**src/rtl/vecmac_acc.sv**
```systemverilog
// Lane-wise multiply, lane sum and multi-beat accumulate, with optional saturation.
// Latency: last beat accepted at edge t gives out_valid after edge t+3 (S1, S2, S3, output reg).
// Backpressure: in_ready = !(out_valid && !out_ready); the whole pipeline freezes while stalled.
module vecmac_acc #(
    parameter int LANES = 4,
    parameter int DW    = 8,
    parameter int ACC_W = 32,
    parameter bit SAT   = 1'b1
) (
    input  logic                  clk,
    input  logic                  rst_n,
    input  logic                  in_valid,
    output logic                  in_ready,
    input  logic [LANES*DW-1:0]   in_a,
    input  logic [LANES*DW-1:0]   in_b,
    input  logic                  in_last,
    input  logic                  in_signed,
    output logic                  out_valid,
    input  logic                  out_ready,
    output logic [ACC_W-1:0]      out_acc,
    output logic                  out_sat
);
    // Product width (one extra bit so unsigned products stay non-negative as signed values).
    localparam int PW  = 2*DW + 1;
    // Lane-sum width with headroom for LANES additions.
    localparam int LSW = PW + $clog2(LANES);
    // Registered lane-sum width: wide enough for both the lane sum and the accumulator range.
    localparam int SW  = ((LSW > ACC_W) ? LSW : ACC_W) + 1;
    // Working width of the accumulate adder, so overflow is visible before clamping.
    localparam int XW  = SW + 1;

    // Per-beat control carried alongside the data through the pipeline.
    typedef struct packed {
        logic vld;
        logic first;
        logic last;
        logic sgn;
    } ctl_t;

    logic                 stall;
    logic                 accept;
    logic                 first_q;
    logic                 mode_q;
    logic                 eff_sgn;

    logic signed [PW-1:0] prod_c [LANES];
    logic signed [PW-1:0] s1_prod [LANES];
    ctl_t                 s1_ctl;

    logic signed [SW-1:0] lsum_c;
    logic signed [SW-1:0] s2_lsum;
    ctl_t                 s2_ctl;

    logic [ACC_W-1:0]     acc_q;
    logic                 sat_q;
    logic                 s3_vld;
    logic                 s3_last;

    logic signed [XW-1:0] acc_ext;
    logic signed [XW-1:0] base_x;
    logic signed [XW-1:0] sum_x;
    logic signed [XW-1:0] hi_x;
    logic signed [XW-1:0] lo_x;
    logic                 ovf;
    logic [ACC_W-1:0]     acc_nxt;
    logic                 sat_nxt;

    assign stall    = out_valid && !out_ready;
    assign in_ready = !stall;
    assign accept   = in_valid && in_ready;
    // The first beat of a transaction chooses the mode; later beats reuse the latched one.
    assign eff_sgn  = first_q ? in_signed : mode_q;

    for (genvar k = 0; k < LANES; k++) begin : g_lane
        logic signed [PW-1:0] ea;
        logic signed [PW-1:0] eb;
        assign ea = {{(DW+1){eff_sgn & in_a[k*DW+DW-1]}}, in_a[k*DW +: DW]};
        assign eb = {{(DW+1){eff_sgn & in_b[k*DW+DW-1]}}, in_b[k*DW +: DW]};
        // True product always fits in PW bits, so the truncated multiply is exact.
        assign prod_c[k] = ea * eb;
    end

    // Track transaction boundaries and the latched operand mode.
    always_ff @(posedge clk or negedge rst_n) begin
        if (!rst_n) begin
            first_q <= 1'b1;
            mode_q  <= 1'b0;
        end else if (accept) begin
            first_q <= in_last;
            mode_q  <= eff_sgn;
        end
    end

    // S1: register lane products and beat control.
    always_ff @(posedge clk or negedge rst_n) begin
        if (!rst_n) begin
            s1_ctl <= '0;
            for (int k = 0; k < LANES; k++) s1_prod[k] <= '0;
        end else if (!stall) begin
            s1_ctl <= '{vld: accept, first: first_q, last: in_last, sgn: eff_sgn};
            for (int k = 0; k < LANES; k++) s1_prod[k] <= prod_c[k];
        end
    end

    // Sum the sign-extended lane products.
    always_comb begin
        lsum_c = '0;
        for (int k = 0; k < LANES; k++) begin
            lsum_c = lsum_c + {{(SW-PW){s1_prod[k][PW-1]}}, s1_prod[k]};
        end
    end

    // S2: register the lane sum.
    always_ff @(posedge clk or negedge rst_n) begin
        if (!rst_n) begin
            s2_ctl  <= '0;
            s2_lsum <= '0;
        end else if (!stall) begin
            s2_ctl  <= s1_ctl;
            s2_lsum <= lsum_c;
        end
    end

    // Accumulate in a wider signed domain, then clamp or wrap back to ACC_W bits.
    always_comb begin
        acc_ext = {{(XW-ACC_W){s2_ctl.sgn & acc_q[ACC_W-1]}}, acc_q};
        base_x  = s2_ctl.first ? '0 : acc_ext;
        sum_x   = base_x + {s2_lsum[SW-1], s2_lsum};
        if (s2_ctl.sgn) begin
            hi_x = {{(XW-ACC_W+1){1'b0}}, {(ACC_W-1){1'b1}}};
            lo_x = {{(XW-ACC_W+1){1'b1}}, {(ACC_W-1){1'b0}}};
        end else begin
            hi_x = {{(XW-ACC_W){1'b0}}, {ACC_W{1'b1}}};
            lo_x = '0;
        end
        ovf     = SAT && ((sum_x > hi_x) || (sum_x < lo_x));
        acc_nxt = sum_x[ACC_W-1:0];
        if (SAT && (sum_x > hi_x)) begin
            acc_nxt = hi_x[ACC_W-1:0];
        end else if (SAT && (sum_x < lo_x)) begin
            acc_nxt = lo_x[ACC_W-1:0];
        end
        sat_nxt = (s2_ctl.first ? 1'b0 : sat_q) | ovf;
    end

    // S3: update the accumulator and sticky saturation flag.
    always_ff @(posedge clk or negedge rst_n) begin
        if (!rst_n) begin
            acc_q   <= '0;
            sat_q   <= 1'b0;
            s3_vld  <= 1'b0;
            s3_last <= 1'b0;
        end else if (!stall) begin
            s3_vld  <= s2_ctl.vld;
            s3_last <= s2_ctl.vld && s2_ctl.last;
            if (s2_ctl.vld) begin
                acc_q <= acc_nxt;
                sat_q <= sat_nxt;
            end
        end
    end

    // Output register: load a finished transaction, drop valid after the handshake.
    always_ff @(posedge clk or negedge rst_n) begin
        if (!rst_n) begin
            out_valid <= 1'b0;
            out_acc   <= '0;
            out_sat   <= 1'b0;
        end else if (!stall && s3_vld && s3_last) begin
            out_valid <= 1'b1;
            out_acc   <= acc_q;
            out_sat   <= sat_q;
        end else if (out_valid && out_ready) begin
            out_valid <= 1'b0;
        end
    end
endmodule

```
**config.mk**
```make
export PLATFORM = sky130hd
export DESIGN_NAME = vecmac_acc
export DESIGN_NICKNAME = d
export VERILOG_FILES = /design/src/rtl/vecmac_acc.sv
export SDC_FILE = /design/constraint.sdc
export NUM_CORES = 1
export LEC_CHECK = 0
export ABC_CLOCK_PERIOD_IN_PS = 8400
export CAP_MARGIN = 20
export CORE_UTILIZATION = 45
export DETAILED_ROUTE_END_ITERATION = 8
export REMOVE_ABC_BUFFERS = 1
export SKIP_LAST_GASP = 1
export SLEW_MARGIN = 20
export SYNTH_ARGS = -nofsm -noshare
export SYNTH_HDL_FRONTEND = slang
export SYNTH_SLANG_ARGS = --single-unit
```
**constraint.sdc**
```tcl
create_clock -name clk -period 8.4 [get_ports clk]
set_input_delay 2.1 -clock clk [delete_from_list [all_inputs] [get_ports clk]]
set_output_delay 2.1 -clock clk [all_outputs]
set_load 0.02 [all_outputs]
```
==> flow_summary_export.csv <==
group,metric,value,unit
run_status,outcome,"finished, final reports clean",
routing,drt-vias-per-instance,5.146,
timing,finalClockSkew,0.01571,ns
min_path,holdCritPathClass,"flip-flop to flip-flop",
clock_network,cts_setup_buffers,0,
clock_network,post_cts_resized,0,
die,die_w,221.7,um
logic_synthesis,synth_area_per_cell,8.884,um2
timing,setup_viol,0,
clock_network,htreeDepth,4,
clock_network,numClockSinks,167,
timing,max_freq,126.4,MHz
logic_synthesis,synth-seq-cells,167,
cells_and_area,fin_nets,3062,
die,ioPinCount,105,
cells_and_area,layout-drive-gt1-share,0.04790,
logic_synthesis,ys_warn_count,0,
placement,gp_congestion,0.8752,
logic_synthesis,synth_ff_type,"dfrtp_1",
routing,vias,16050,
die,initial_core_util,0.4557,
cells_and_area,fin_util,0.5017,
logic_synthesis,yosys-top-cells-area,"fa_1, dfrtp_1, ha_1",
timing,hold_viol,0,
placement,port_buffers,104,
grt,grt_pass1_vias,16830,
timing,fin_crit_sh,0.9416,
cells_and_area,num-fill-cells,4550,
clock_network,cts_buffers,17,
job,drv_cap,0,
logic_synthesis,postSynthCellCount,2444,
timing,tightest_slew,1.081,ns
logic_synthesis,synth_most_common_cell,"inv_1",
die,coreArea,47650,um2
worst_setup_path,critical_path.endpoint_type,"flip-flop",
routing,wl_per_cell,15.60,um
clock_network,cts_buffer_depth,2,
logic_synthesis,synth.top_cell.area_share,0.2803,
grt,grt_overflow,0,
clock_network,cts_tree,"yes",
timing,period_minus_slack,7.909,ns
clock_network,clkSlewWorstSetupHoldPaths,0.07,ns
cells_and_area,num_antenna_cells,0,
logic_synthesis,synth_cell_types,67,
logic_synthesis,synth_common_cells,"inv_1, nand2_1, fa_1",
grt,grt_pass1_wl,83990,um
routing,drtAntennaViolNets,0,
die,die_area,49130,um2
routing,routed_wl,48670,um
worst_setup_path,startpoint_type,"input pin",
worst_setup_path,cp.required,8.69,ns
routing,firstDrtPassIters,5,
clock_network,clock_latency,0.45,ns
placement,dp_hpwl,39440,um
worst_setup_path,critical_path_class,"input pin to flip-flop",
clock_network,root_buffer,"clkbuf_16",
worst_setup_path,worstPathArrival,8.19,ns
die,die_y,221.7,um
die,num_rows,80,
grt,antenna_found_initial,0,
timing,maxSlewViolCount,0,
routing,drt_iter0_markers,895,
worst_setup_path,crit_fanout,16,
routing,drc,0,
timing,rsz0062_at_grt,"false",
clock_network,ctsHoldBuffers,0,
grt,gr-usage-all-layers,0.2094,
logic_synthesis,yosysSeqAreaShare,0.1925,
cells_and_area,area_growth,10.08,%
logic_synthesis,synth_top_area_cell,"fa_1",
logic_synthesis,netlist_area,21710,um2
logic_synthesis,ys_async_sr_fraction,1.000,
logic_synthesis,synth-edff-count,0,
grt,grt_max_degree,104,
timing,max_slew_margin,0.2789,
[metal layers]
layer  vias to the layer above  GRT usage  part of all wire  wire [um]
li1                       7749          -                 -          -
met1                      7982     0.2793              0.45      22120
met2                       282     0.3714              0.51      24600
met3                        41    0.01816             0.028       1375
met4                         0    0.04211             0.012        566
met5                         -          0                 0          0
[layout by cell type, fill, tap and decap left out, types with 4 or more instances in the layout]
cell,netlist,routed
a2111oi_0,4,4
a211o_1,6,6
a211oi_1,9,9
a21boi_0,4,4
a21o_1,23,23
a21oi_1,132,132
a31oi_1,6,6
and2_1,130,130
and3_1,12,12
buf_4,0,22
clkbuf_16,0,17
clkdlybuf4s50_1,0,103
dfrtp_1,166,166
fa_1,304,304
ha_1,196,196
inv_1,426,426
inv_6,0,4
inv_8,0,5
mux2_2,36,36
nand2_1,349,349
nand2b_1,9,9
nand3_1,21,21
nand4_1,5,5
nor2_1,146,145
nor2b_1,43,42
nor3_1,24,24
o2111ai_1,4,4
o21a_1,17,17
o21ai_0,71,70
o21bai_1,18,18
o31ai_1,6,6
or2_2,12,12
or3_1,8,8
xnor2_1,70,70
xor2_1,35,35
[cell type report]
cell class | instances | area, um2 | area share
Multi-Input combinational cell | 1753 | 15580 | 0.6519
Timing Repair Buffer | 126 | 1207 | 0.05052
Tap cell | 615 | 769.5 | 0.03219
Sequential cell | 167 | 4180 | 0.1749
Inverter | 427 | 1605 | 0.06716
Clock buffer | 17 | 425.4 | 0.01780
Clock inverter | 15 | 132.6 | 0.005549
[per-stage QoR]
| step | hold WS, ns | setup WS, ns | cells | TNS, ns | instance area [um2] |
|---|---|---|---|---|---|
| 3_5_place_dp | 0.4601 | -0.007035 | 3088 | -0.007035 | 23340 |
| 6_report | 0.4741 | 0.4907 | 3120 | 0 | 23900 |
| 3_3_place_gp | 0.4517 | 0.1477 | 3088 | 0 | 23340 |
| 5_1_grt | 0.5053 | 0.1127 | 3120 | 0 | 23900 |
| 4_1_cts | 0.4751 | 0.4657 | 3120 | 0 | 23900 |
| 2_1_floorplan | 0.4384 | 0.1345 | 2347 | 0 | 21340 |
[worst paths after layout]
path	from	end	slack, ns	cells past startpoint
min in group asynchronous	rst_n	out_acc[3]$_DFFE_PN0P_	1.74	1
setup reg to reg	s2_ctl[2]$_DFFE_PN0N_	acc_q[17]$_DFFE_PN0P_	1.78	22
setup / recovery	in_signed	s1_prod[50]$_DFFE_PN0N_	0.49	24
hold reg to reg	s1_ctl[1]$_DFFE_PN0N_	s1_ctl[1]$_DFFE_PN0N_	0.47	2
max in group asynchronous	rst_n	out_acc[17]$_DFFE_PN0P_	5.28	2
hold / removal	s1_ctl[1]$_DFFE_PN0N_	s1_ctl[1]$_DFFE_PN0N_	0.47	2
[registers in the layout (all words and copies together) (netlist names), 4 cells and up]
name     cells
s2_lsum     20
s1_prod     68
s1_ctl       4
acc_q       32
s2_ctl       4
out_acc     32
[critical path, cell delays in order]
cell             delay [ns]
clkdlybuf4s50_1        0.46
mux2_2                 0.54
nand2_1                0.14
or2_2                  0.32
fa_1                   0.51
fa_1                   0.52
fa_1                   0.54
inv_1                  0.05
fa_1                   0.52
inv_1                  0.05
fa_1                   0.49
inv_1                  0.04
ha_1                   0.27
inv_1                  0.10
o21bai_1               0.08
a21oi_1                0.23
nor2b_1                0.08
o21a_1                 0.17
o21ai_0                0.21
nand2b_1               0.09
a21oi_1                0.23
o21ai_0                0.15
xnor2_1                0.17
a21oi_1                0.08
[cell families (layout without fill, tap and decap cells)]
group,after synthesis,count (layout),synth area share
AOI/OAI and AO/OA,338,338,0.09733
xor gates and xnor gates,105,105,0.04236
adders and majority gates,500,500,0.3932
buffers and inverters,524,585,0.09105
DFF,167,167,0.1925
muxes,39,39,0.02005
and+or+nand+nor,771,771,0.1634
Power is not shown: default switching activity piles up to over one toggle a cycle in this logic, so the estimate is an artifact.
